## src/rtl/instr_cycle_sequencer.sv

```systemverilog
`default_nettype none
// +--------------------------------------------------------------------------+
// | Module   : instr_cycle_sequencer                                         |
// | Desc     : Sequence counter (SC) and timing generator for the basic-     |
// |            computer CPU. Produces one-hot T, latches opcode decode D and |
// |            the I bit, and runs fetch/decode/indirect/execute/halt.       |
// | Config   : define INTERRUPT_CYCLE_EN to enable the R flip-flop and the   |
// |            RT0..RT2 interrupt cycle; otherwise R is held at 0.           |
// | Revision : 1.0 - initial release                                         |
// +--------------------------------------------------------------------------+
module instr_cycle_sequencer #(
  parameter int SC_BITS  = 3,
  parameter int MAX_STEP = 6
) (
  input  logic                    clk,
  input  logic                    reset,
  input  logic [15:0]             ir,
  input  logic                    mem_busy,
  input  logic                    start,
  input  logic                    ien,
  input  logic                    fgi,
  input  logic                    fgo,
  output logic [2**SC_BITS-1:0]   T,
  output logic [7:0]              D,
  output logic                    i_bit,
  output logic [SC_BITS-1:0]      sc_count,
  output logic                    sc_clr,
  output logic                    running,
  output logic                    seq_err,
  output logic                    r_cycle,
  output logic                    ien_clr
);

  localparam int T_W = 2**SC_BITS;

  localparam logic [SC_BITS-1:0] c_t2  = SC_BITS'(2);
  localparam logic [SC_BITS-1:0] c_t3  = SC_BITS'(3);
  localparam logic [SC_BITS-1:0] c_t4  = SC_BITS'(4);
  localparam logic [SC_BITS-1:0] c_t5  = SC_BITS'(5);
  localparam logic [SC_BITS-1:0] c_t6  = SC_BITS'(6);
  localparam logic [SC_BITS-1:0] c_max = SC_BITS'(MAX_STEP);

  logic [SC_BITS-1:0] sc_q, sc_d;
  logic [7:0]         d_q, d_d;
  logic               i_bit_q, i_bit_d;
  logic               running_q, running_d;
  logic               seq_err_q, seq_err_d;
  logic               r_q, r_d;

  logic [T_W-1:0]     t_onehot;
  logic               exec_done;
  logic               int_done;
  logic               halt_now;
  logic               r_cycle_w;

  // ir[11:1] carry address/operand bits the sequencer never looks at; the
  // interrupt inputs only matter when the interrupt cycle is built in.
  logic unused_inputs;
  assign unused_inputs = ^{ir[11:1], ien, fgi, fgo};

  // State register: SC, latched decode, I bit, S flag, error flag, R flag
  always_ff @(posedge clk or negedge reset) begin
    if (!reset) begin
      sc_q      <= '0;
      d_q       <= '0;
      i_bit_q   <= 1'b0;
      running_q <= 1'b1;
      seq_err_q <= 1'b0;
      r_q       <= 1'b0;
    end else begin
      sc_q      <= sc_d;
      d_q       <= d_d;
      i_bit_q   <= i_bit_d;
      running_q <= running_d;
      seq_err_q <= seq_err_d;
      r_q       <= r_d;
    end
  end

  // Output decode: timing, end-of-instruction detection, halt and interrupt strobes
  always_comb begin
    t_onehot         = '0;
    t_onehot[sc_q]   = 1'b1;
    T                = running_q ? t_onehot : '0;

    // R only becomes set after T2, so R=1 while SC<=2 means the interrupt
    // cycle is in progress rather than a normal fetch.
    r_cycle_w = r_q && running_q && (sc_q <= c_t2);

    // Last execution step per opcode group; D is valid from T3 onward.
    exec_done = ((d_q[0] | d_q[1] | d_q[2] | d_q[5]) && (sc_q == c_t5)) ||
                ((d_q[3] | d_q[4])                   && (sc_q == c_t4)) ||
                (d_q[6]                              && (sc_q == c_t6)) ||
                (d_q[7]                              && (sc_q == c_t3));
    int_done  = r_cycle_w && (sc_q == c_t2);

    sc_clr    = running_q && (r_cycle_w ? int_done : exec_done);
    halt_now  = running_q && !r_cycle_w && d_q[7] && !i_bit_q && ir[0] &&
                (sc_q == c_t3);

    D         = d_q;
    i_bit     = i_bit_q;
    sc_count  = sc_q;
    running   = running_q;
    seq_err   = seq_err_q;
    r_cycle   = r_cycle_w;
    ien_clr   = int_done;
  end

  // Next-state: SC priority is halted, out-of-range guard, clear, stall, increment
  always_comb begin
    sc_d      = sc_q;
    d_d       = d_q;
    i_bit_d   = i_bit_q;
    running_d = running_q;
    seq_err_d = seq_err_q;
    r_d       = 1'b0;

    if (!running_q) begin
      sc_d = '0;
      if (start) begin
        running_d = 1'b1;
      end
    end else begin
      if (sc_q > c_max) begin
        // An illegal step can only come from an upset; recover to T0 and flag it.
        seq_err_d = 1'b1;
        sc_d      = '0;
      end else if (sc_clr) begin
        sc_d = '0;
      end else if (!mem_busy) begin
        sc_d = sc_q + SC_BITS'(1);
      end

      if (halt_now) begin
        running_d = 1'b0;
      end

      // Decode step: capture opcode and addressing mode for the execute steps.
      if (!r_cycle_w && (sc_q == c_t2)) begin
        d_d     = 8'h01 << ir[14:12];
        i_bit_d = ir[15];
      end
    end

`ifdef INTERRUPT_CYCLE_EN
    r_d = r_q;
    if (int_done) begin
      r_d = 1'b0;
    end else if (running_q && (sc_q > c_t2) && ien && (fgi || fgo)) begin
      r_d = 1'b1;
    end
`else
    r_d = 1'b0;
`endif
  end

endmodule
`default_nettype wire
```

## config.mk

```make
export PLATFORM = sky130hd
export DESIGN_NAME = instr_cycle_sequencer
export DESIGN_NICKNAME = d
export VERILOG_FILES = /design/src/rtl/instr_cycle_sequencer.sv
export SDC_FILE = /design/constraint.sdc
export NUM_CORES = 1
export LEC_CHECK = 0
export CORE_AREA = 2 2 52 54
export CTS_CLUSTER_DIAMETER = 60
export DETAILED_ROUTE_END_ITERATION = 10
export DIE_AREA = 0 0 54 56
export PLACE_DENSITY = 0.75
export SETUP_SLACK_MARGIN = 0.3
export SYNTH_ARGS = -nofsm -noshare
export SYNTH_HDL_FRONTEND = slang
export SYNTH_SLANG_ARGS = --single-unit
export TNS_END_PERCENT = 30
```

## constraint.sdc

```tcl
create_clock -name clk -period 2.14 [get_ports clk]
set_input_delay 0.214 -clock clk [delete_from_list [all_inputs] [get_ports clk]]
set_output_delay 0.214 -clock clk [all_outputs]
set_load 0.005 [all_outputs]
```

======== Word-level counts from Yosys, hierarchy flattened ========
Cells that the tools add are included.
W data, S select, Z words.
storage, ports and cells
  bits of input ports ..................... 23
  bits in latches ......................... 0
  memory bits (read-only) ................. 0
  memories ................................ 0
  word-level logic and storage cells ...... 46
  RAM bits ................................ 0
  bits in registers ....................... 14
cells by class
  $lt $le $gt $ge ......................... 3
  shift operators ......................... 1
  muxes and demuxes ....................... 10
  reductions and logical operators ........ 16
  bitwise operators ....................... 4
  multipliers ............................. 0
  div/mod/pow operators ................... 0
  eq/ne operators ......................... 6
  add/subtract/negate cells ............... 1
operators with widths
  kind                   number
  $mux W3                4
  $logic_and A1 B1 Y1    10
  $eq A3 B3 Y1 const B   3
  $mux W8                1
  $shl A1 B3 Y8 const A  1
  $eq A3 B2 Y1 const B   2
  $lt A3 B4 Y1 const B   1
  $mux W1                4
  $ne A4 B3 Y1 const B   1
  $or A1 B1 Y1           4
  $reduce_and A2 Y1      2
  $add A3 B1 Y3 const B  1
  $demux W1 S3           1
  $ge A3 B1 Y1 const B   1
  $gt A3 B3 Y1 const B   1
  $logic_or A1 B1 Y1     3
  $logic_not A1 Y1       1

======== Logic depth before layout (Yosys ltp) ========
Gate-level depths: netlist of the first run.
  word-level depth ........................ 11
  gate-level depth with buffers ........... 6
  gate-level depth less buffers ........... 5

======== Worst setup path before layout of the first run ========
OpenSTA, ideal clock, no wires.
  path type ............................... register to output
  start point ............................. register sc_q[0], in the netlist sc_count[0]
  end point ............................... output port sc_clr
  data required time ...................... 1.926 ns
  buffers on the path ..................... 0
  cell stages (with the launch flop) ...... 6
  path slack .............................. 0.755 ns
  arrival time ............................ 1.171 ns
  path through ............................ dfrtp_1 -> inv_1 -> ha_1 -> nand3_1 -> o211ai_2 -> o21a_1
between the ends
  word-level cells in the longest chain between the ends .. 6
  elaborated cells on any way between the ends .. 12
ends and longest elaborated chain
  what                                           RTL line  source
  from (decl)                                    43        logic [SC_BITS-1:0] sc_q, sc_d;
  from (signal assigned)                         64        sc_q <= '0;
  from (signal assigned)                         71        sc_q <= sc_d;
  $eq A3 B3 Y1, on equally long branches         91, 92
  $logic_and A1 B1 Y1, on equally long branches  91, 92
  $logic_or A1 B1 Y1                             91        exec_done = ((d_q[0] | d_q[1] | d_q[2] | d_q[5]) && (sc_q == c_t5)) ||
  $logic_or A1 B1 Y1                             92        ((d_q[3] | d_q[4]) && (sc_q == c_t4)) ||
  $logic_or A1 B1 Y1 (*)                         93        (d_q[6] && (sc_q == c_t6)) ||
  $logic_and A1 B1 Y1 (*)                        97        sc_clr = running_q && (r_cycle_w ? int_done : exec_done);
  to (decl)                                      27        output logic sc_clr,
Mark *: on every way between the ends. The rest lies on a longest branch, timed or not.

======== Final worst setup path of the first run ========
  start point ............................. register sc_q[0], in the netlist sc_count[0]
  end point ............................... output port T[3]
between the ends
  word-level cells in the longest chain between the ends .. 5
  elaborated cells on any way between the ends .. 6
ends and longest elaborated chain
  what                                                                       RTL line  source
  $lt A3 B4 Y1 (not written as such) / $ge A3 B1 Y1 (equally long branches)  83        t_onehot[sc_q] = 1'b1;
  $logic_and A1 B1 Y1 (not written as such)                                  83
  $mux W1 (not written as such)                                              83
  $demux W1 S3 (*)                                                           83
  $mux W8 (*)                                                                84        T = running_q ? t_onehot : '0;
  to (decl)                                                                  23        output logic [2**SC_BITS-1:0] T,
Marked as above.

==> impl_metrics.py, run 1 <==
metrics = {
    "timing": {
        "tightest_slew_ns": 0.606,
        "period_minus_slack_ns": 1.84,
        "hold_violations": 0,
        "rsz0062_at_grt": "yes",
        "final-setup-viol-count": 0,
        "slew_headroom_pct": 59.5,
        "fin_setup_tns_ns": 0,
        "drv_slew": 0,
        "min_period_over_period_pct": 86.1,
        "fin_worst_skew_ns": 0.00527,
        "timing.fmax_ghz": 0.543,
    },
    "synth": {
        "synth_ff_type": "dfrtp_1",
        "yosys.area.top_type": "dfrtp_1",
        "synth.avg_cell_area_um2": 8.91,
        "ys_seq_area_share_pct": 43.4,
        "synthesis.area_um2": 811,
        "synth_area_leaders": "dfrtp_1, nand2_1, ha_1, nor2_1, dfstp_2",
        "synth_edf_count": 0,
        "synth_cell_types": 29,
        "yosys_warnings": 0,
        "synth_cells": 91,
        "synth_top_area_share_pct": 40.1,
        "async_reset_ff_share_pct": 100,
        "ys_ff_latch": 14,
    },
    "die": {
        "initial_core_util_pct": 33.3,
        "fp.dieW_um": 54,
        "core_mm2": 0.00243,
        "dieArea_mm2": 0.00302,
        "ios": 48,
        "rows": 18,
        "fp.dieH_um": 56,
    },
    "layout": {
        "nNetsFinal": 159,
        "drive_gt1_share_pct": 23.8,
        "n_antenna_cell": 0,
        "area_growth_pct": 56.0,
    },
    "worst_setup_path": {
        "worstPathRequired_ns": 1.93,
        "r2r-end": "i_bit",
        "reg2regPathDepth": 4,
        "critPathLaunchType": "flop",
        "crit_top_cell": "buf_4",
        "cp-end-kind": "output pin",
        "path_max_fanout": 4,
        "worstPathCellList": "buf_4 > buf_4 > nand2_1 > nor2_1 > clkdlybuf4s50_1",
        "crit_start": "sc_count[0]",
        "path_class": "reg -> out",
        "r2r_start": "sc_count[1]",
        "critPathArrivalTime_ns": 1.63,
        "critPathSlowestCell": "clkdlybuf4s50_1",
        "cp_slowest_stage_delay_ns": 0.50,
        "endpoint": "T[3]",
        "r2r_slack_ns": 0.74,
    },
    "hold_path": {
        "hold_class": "in -> async",
    },
    "detailed_routing": {
        "drt-total-wl_um": 1980,
        "ant_nets": 0,
        "via_count": 758,
        "drt_first_pass_iters": 4,
        "drt_iter0_markers": 7,
        "remaining_drc_errors": 0,
        "routedWlPerCell_um": 12.3,
        "post_drt_via_cell_ratio": 4.74,
    },
    "pwr": {
        "power_mw": 1.63,
        "netSwitchingFraction_pct": 36.3,
        "switchingPower_mw": 0.591,
        "internal-power_mw": 1.04,
        "powerDensity_mw_per_mm2": 1290,
        "power_frac_comb_pct": 57.5,
        "leakage_nw": 0.562,
        "clkPwrFrac_pct": 11.1,
        "power.share.sequential_pct": 31.4,
        "ir_worst_vdd_mv": 0.546,
    },
    "placed_design": {
        "port_buffers": 31,
        "gp_congestion": 0.795,
        "hpwl_um": 1440,
    },
    "clock_network": {
        "clock_path_buffers": 2,
        "clk_pin_slew_worst_paths_ns": 0.08,
        "insertion_delay_ns": 0.27,
        "tritoncts": "built",
        "cts_sinks": 14,
        "h-tree-depth": 1,
        "root_buffer": "clkbuf_4",
        "numCtsBuffers": 3,
    },
    "global_route": {
        "track_usage_pct": 13.7,
        "grt_pass1_wl_um": 3090,
        "antenna_found_initial": 0,
        "grt_overflow": 0,
        "grt_pass1_vias": 722,
        "grt_max_degree": 18,
    },
    "status": {
        "status": "finished, final reports clean",
    },
    "run": {
        "max-cap-violations": 0,
    },
}
-- cell usage after synthesis, types with 2 or more instances --
master    number
inv_1          5
buf_4          2
ha_1           5
o211ai_1       2
o41ai_1        2
clkbuf_1       2
nor3_1         5
dfrtp_1       13
o31ai_1        2
nand3_1        3
nor2_1        11
nand2_1       19
o21ai_0        2
buf_2          2
o21ai_1        2
-- state kept, by name (all words and copies together), names as in the netlist --
name and cells:
seq_err 1, sc_count 3, D 8, i_bit 1
running 1
-- worst min-delay path by stage --
stage	from	end	slack (ns)
floorplan	reset	D[0]	-0.08
global placement	seq_err	seq_err	0.45
detailed placement	seq_err	seq_err	0.46
CTS	reset	D[2]	0.33
global route	reset	i_bit	0.37
finish	reset	D[7]	0.32
-- what timing repair did --
action	CTS	global route
hold buffers	0	0
setup endpoints to repair	9	8
pin swaps	1	2
setup buffers	8	2
gates resized for setup	10	7
-- metal layers --
metal	wire, um	track usage (%)	vias up	part of all wire, %
met1	773	15.0	353	39
li1	-	-	381	-
met2	1070	24.7	24	54
met5	0	0	-	0
met4	0	4.29	0	0
met3	128	3.23	0	6.5
-- power by group through the flow --
stage                     Clock (mW)  Sequential, mW  Combinational [mW]
after detailed placement           0           0.534               0.798
final                          0.181           0.513               0.937
after CTS                      0.188           0.515               0.912
after global routing           0.197           0.533                1.03
after floorplan                    0           0.506               0.377
after global placement             0           0.527               0.771
-- through the flow --
step           cell area [um^2]  cells  utilization (%)  hold WS (ns)  setup slack, ns
2_1_floorplan               815     92                -       -0.0816            0.755
3_3_place_gp               1120    146             46.0         0.450            0.226
3_5_place_dp               1120    146             46.0         0.456            0.187
4_1_cts                    1240    158             50.9         0.334            0.247
5_1_grt                    1260    160             52.0         0.372            0.240
6_report                   1260    160             52.0         0.321            0.298
-- kinds of logic (layout without fill, tap and decap cells) --
family | Yosys count | count (layout) | synth area share [%]
xor gates and xnor gates | 1 | 1 | 1.08
muxes | 2 | 2 | 2.62
AOI/OAI and AO/OA | 15 | 15 | 13.4
buffers and inverters | 12 | 50 | 7.72
DFF | 14 | 14 | 43.4
other | 1 | 2 | 0.463
and+or+nand+nor | 41 | 41 | 23.6
adders and majority gates | 5 | 5 | 7.72
-- worst max-delay path: cells and delay by family, from the launching register on --
family / cells / cell delay [ns]
buffers and inverters: 3 / 0.73
DFF: 1 / 0.40
and+or+nand+nor: 2 / 0.22
-- layout by cell type, fill, tap and decap left out, types with 2 or more instances in the layout --
cell	n
buf_4	10
nor3_2	2
clkbuf_4	3
nand3_1	2
clkdlybuf4s50_1	28
ha_2	2
nor2_1	11
nor3_1	3
o21ai_1	2
inv_1	4
nand2_1	19
o211ai_1	2
ha_1	2
dfrtp_1	10
conb_1	2
o31ai_1	2
dfrtp_2	3
o21ai_0	2
o41ai_1	2
-- final cells by class --
class                   instances  area, um^2
well taps                      30        37.5
clock buffers                   4        36.3
flip-flops and latches         14         355
multi-input cells              66         435
repair buffers                 41         382
fillers                       238        1170
inverters                       5        18.8
Note: power is estimated with default switching activity, not from simulation.
==> inputs of run 2 (changes only) <==
--- a/config.mk
+++ b/config.mk
@@ -5,6 +5,7 @@
 export SDC_FILE = /design/constraint.sdc
 export NUM_CORES = 1
 export LEC_CHECK = 0
+export CAP_MARGIN = 15
 export CORE_AREA = 2 2 52 54
 export CTS_CLUSTER_DIAMETER = 60
 export DETAILED_ROUTE_END_ITERATION = 10
==> results of run 2 <==
Final layout, timing and power as in run 1 (identical DEF).
==> inputs of run 3 (changes only) <==
--- a/config.mk
+++ b/config.mk
@@ -11,7 +11,7 @@
 export DETAILED_ROUTE_END_ITERATION = 10
 export DIE_AREA = 0 0 54 56
 export PLACE_DENSITY = 0.75
-export SETUP_SLACK_MARGIN = 0.3
+export SETUP_SLACK_MARGIN = 0.2
 export SYNTH_ARGS = -nofsm -noshare
 export SYNTH_HDL_FRONTEND = slang
 export SYNTH_SLANG_ARGS = --single-unit
==> run 3 against run 2 <==
Compared with the run above:
- die area did not move
- sequential power barely moved
- non-clock buffer count did not move
- global-route usage fell by 0.27 points
- total power rose by 0.79%
- critical path depth is 2 lower
- critical endpoint is now T[1]
- first-iteration DRC count grew 14%
- fmax shrank 3.0%
- register-to-register slack about the same
- worst hold slack improved by 0.0017 ns
==> impl_metrics.py, run 3 (synthesis gave the netlist of run 1 again) <==
metrics = {
    "layout": {
        "n_antenna_cell": 0,
        "area_growth_pct": 56.3,
        "drive_gt1_share_pct": 23.1,
        "nNetsFinal": 159,
        "largest_register_ffs": 8,
        "layout_commonest_cell": "clkdlybuf4s50_1",
        "fin_area_mm2": 0.00127,
        "fin_cells": 160,
        "final_cell_mix": "clkdlybuf4s50_1, nand2_1, nor2_1, dfrtp_1, buf_4",
    },
    "global_route": {
        "busiest_layer": "met2",
        "use_met2_pct": 24.0,
        "met3_usage_pct": 3.23,
        "antenna_found_initial": 0,
        "grt_pass1_vias": 708,
        "grt_overflow": 0,
        "grt_max_degree": 18,
        "grt_pass1_wl_um": 3020,
        "track_usage_pct": 13.4,
        "use_met1_pct": 14.8,
    },
    "placed_design": {
        "preCtsSetupSlack_ns": 0.187,
        "dpl_cell_area_mm2": 0.00112,
        "port_buffers": 31,
        "hpwl_um": 1440,
        "gp_congestion": 0.795,
        "dpl.cell_count": 146,
    },
    "timing": {
        "period_minus_slack_ns": 1.90,
        "drv_slew": 0,
        "fin_setup_tns_ns": 0,
        "hold_violations": 0,
        "fin_worst_skew_ns": 0.00283,
        "setup_ws_ns": 0.240,
        "timing.fmax_ghz": 0.526,
        "slew_headroom_pct": 59.5,
        "min_period_over_period_pct": 88.8,
        "rsz0062_at_grt": "yes",
        "tightest_slew_ns": 0.606,
        "holdWs_ns": 0.323,
        "final-setup-viol-count": 0,
    },
    "hold_path": {
        "hold_class": "in -> async",
    },
    "clock_network": {
        "insertion_delay_ns": 0.27,
        "cts_sinks": 14,
        "numCtsBuffers": 3,
        "root_buffer": "clkbuf_4",
        "h-tree-depth": 1,
        "tritoncts": "built",
        "hold_buffers": 0,
        "clk_pin_slew_worst_paths_ns": 0.08,
        "clock_path_buffers": 2,
    },
    "worst_setup_path": {
        "crit_start": "running",
        "path_class": "reg -> out",
        "critPathSlowestCell": "dfstp_2",
        "r2r_start": "sc_count[1]",
        "reg2regPathDepth": 4,
        "r2r_slack_ns": 0.73,
        "worstPathCellList": "nand2_1 > nor3_2 > clkdlybuf4s50_1",
        "path_buf_inv": 1,
        "cp-end-kind": "output pin",
        "critPathLaunchType": "flop",
        "cp_slowest_stage_delay_ns": 0.60,
        "endpoint": "T[1]",
        "r2r-end": "i_bit",
        "worstSetupPathDepth": 3,
        "cp_top_family": "flip-flops",
        "path_max_fanout": 7,
        "worstPathRequired_ns": 1.93,
        "critPathArrivalTime_ns": 1.69,
    },
    "detailed_routing": {
        "ant_nets": 0,
        "drt-total-wl_um": 1960,
        "via_count": 764,
        "drt_first_pass_iters": 4,
        "routedWlPerCell_um": 12.3,
        "remaining_drc_errors": 0,
        "drt_iter0_markers": 8,
        "post_drt_via_cell_ratio": 4.78,
    },
    "die": {
        "core_mm2": 0.00243,
        "ios": 48,
        "initial_core_util_pct": 33.3,
        "rows": 18,
        "dieArea_mm2": 0.00302,
        "fp.dieW_um": 54,
        "fp.dieH_um": 56,
    },
    "run": {
        "max-cap-violations": 0,
    },
    "pwr": {
        "powerDensity_mw_per_mm2": 1300,
        "ir_worst_vdd_mv": 0.578,
        "leakage_nw": 0.549,
    },
    "status": {
        "status": "finished, final reports clean",
    },
}
run 3: cell types whose count changed in the layout (fill, tap and decap cells not counted), sizes merged:
cell	delta
clkdlybuf4s50	+2
clkbuf	-1
dlymetal6s2s	-1
run 3: timing repair:
action,in CTS,in global routing
buffers inserted,6,4
resized for setup,6,7
endpoints found under the setup margin,3,8
hold endpoints to repair,0,0
pin swaps,1,1
run 3: per-stage QoR:
stage          util, %  power (mW)
6_report          52.1        1.64
3_5_place_dp      46.0        1.33
3_3_place_gp      46.0        1.30
4_1_cts           49.9        1.61
5_1_grt           52.1        1.77
2_1_floorplan        -       0.883
run 3: worst reg2reg max path, cell delays in order, from the launching register on:
cell      delay, ns
dfrtp_2        0.44
buf_4          0.16
ha_4           0.17
nand3b_4       0.17
mux2_2         0.36
run 3: per-layer routing:
metal  up-vias  routed length, um
met1       361                764
met3         0                127
li1        379                  -
met4         0                  0
met2        24               1070
met5         -                  0
run 3: how the worst min path moves through the flow:
stage	start	end	slack, ns	cells after the start
after global routing	reset	i_bit	0.37	1
after detailed placement	seq_err	seq_err	0.46	1
after global placement	seq_err	seq_err	0.45	1
after CTS	reset	D[2]	0.33	1
after floorplan	reset	D[0]	-0.08	0
final	reset	D[7]	0.32	1
run 3: layout make-up:
cell class / instances / area (um^2)
fillers: 237 / 1160
multi-input cells: 66 / 435
repair buffers: 41 / 384
flip-flops and latches: 14 / 355
well taps: 30 / 37.5
clock buffers: 4 / 36.3
inverters: 5 / 18.8
run 3: power by group:
part | switching [mW] | internal, mW
clock | 0.0768 | 0.103
sequential | 0.123 | 0.391
combinational | 0.393 | 0.558
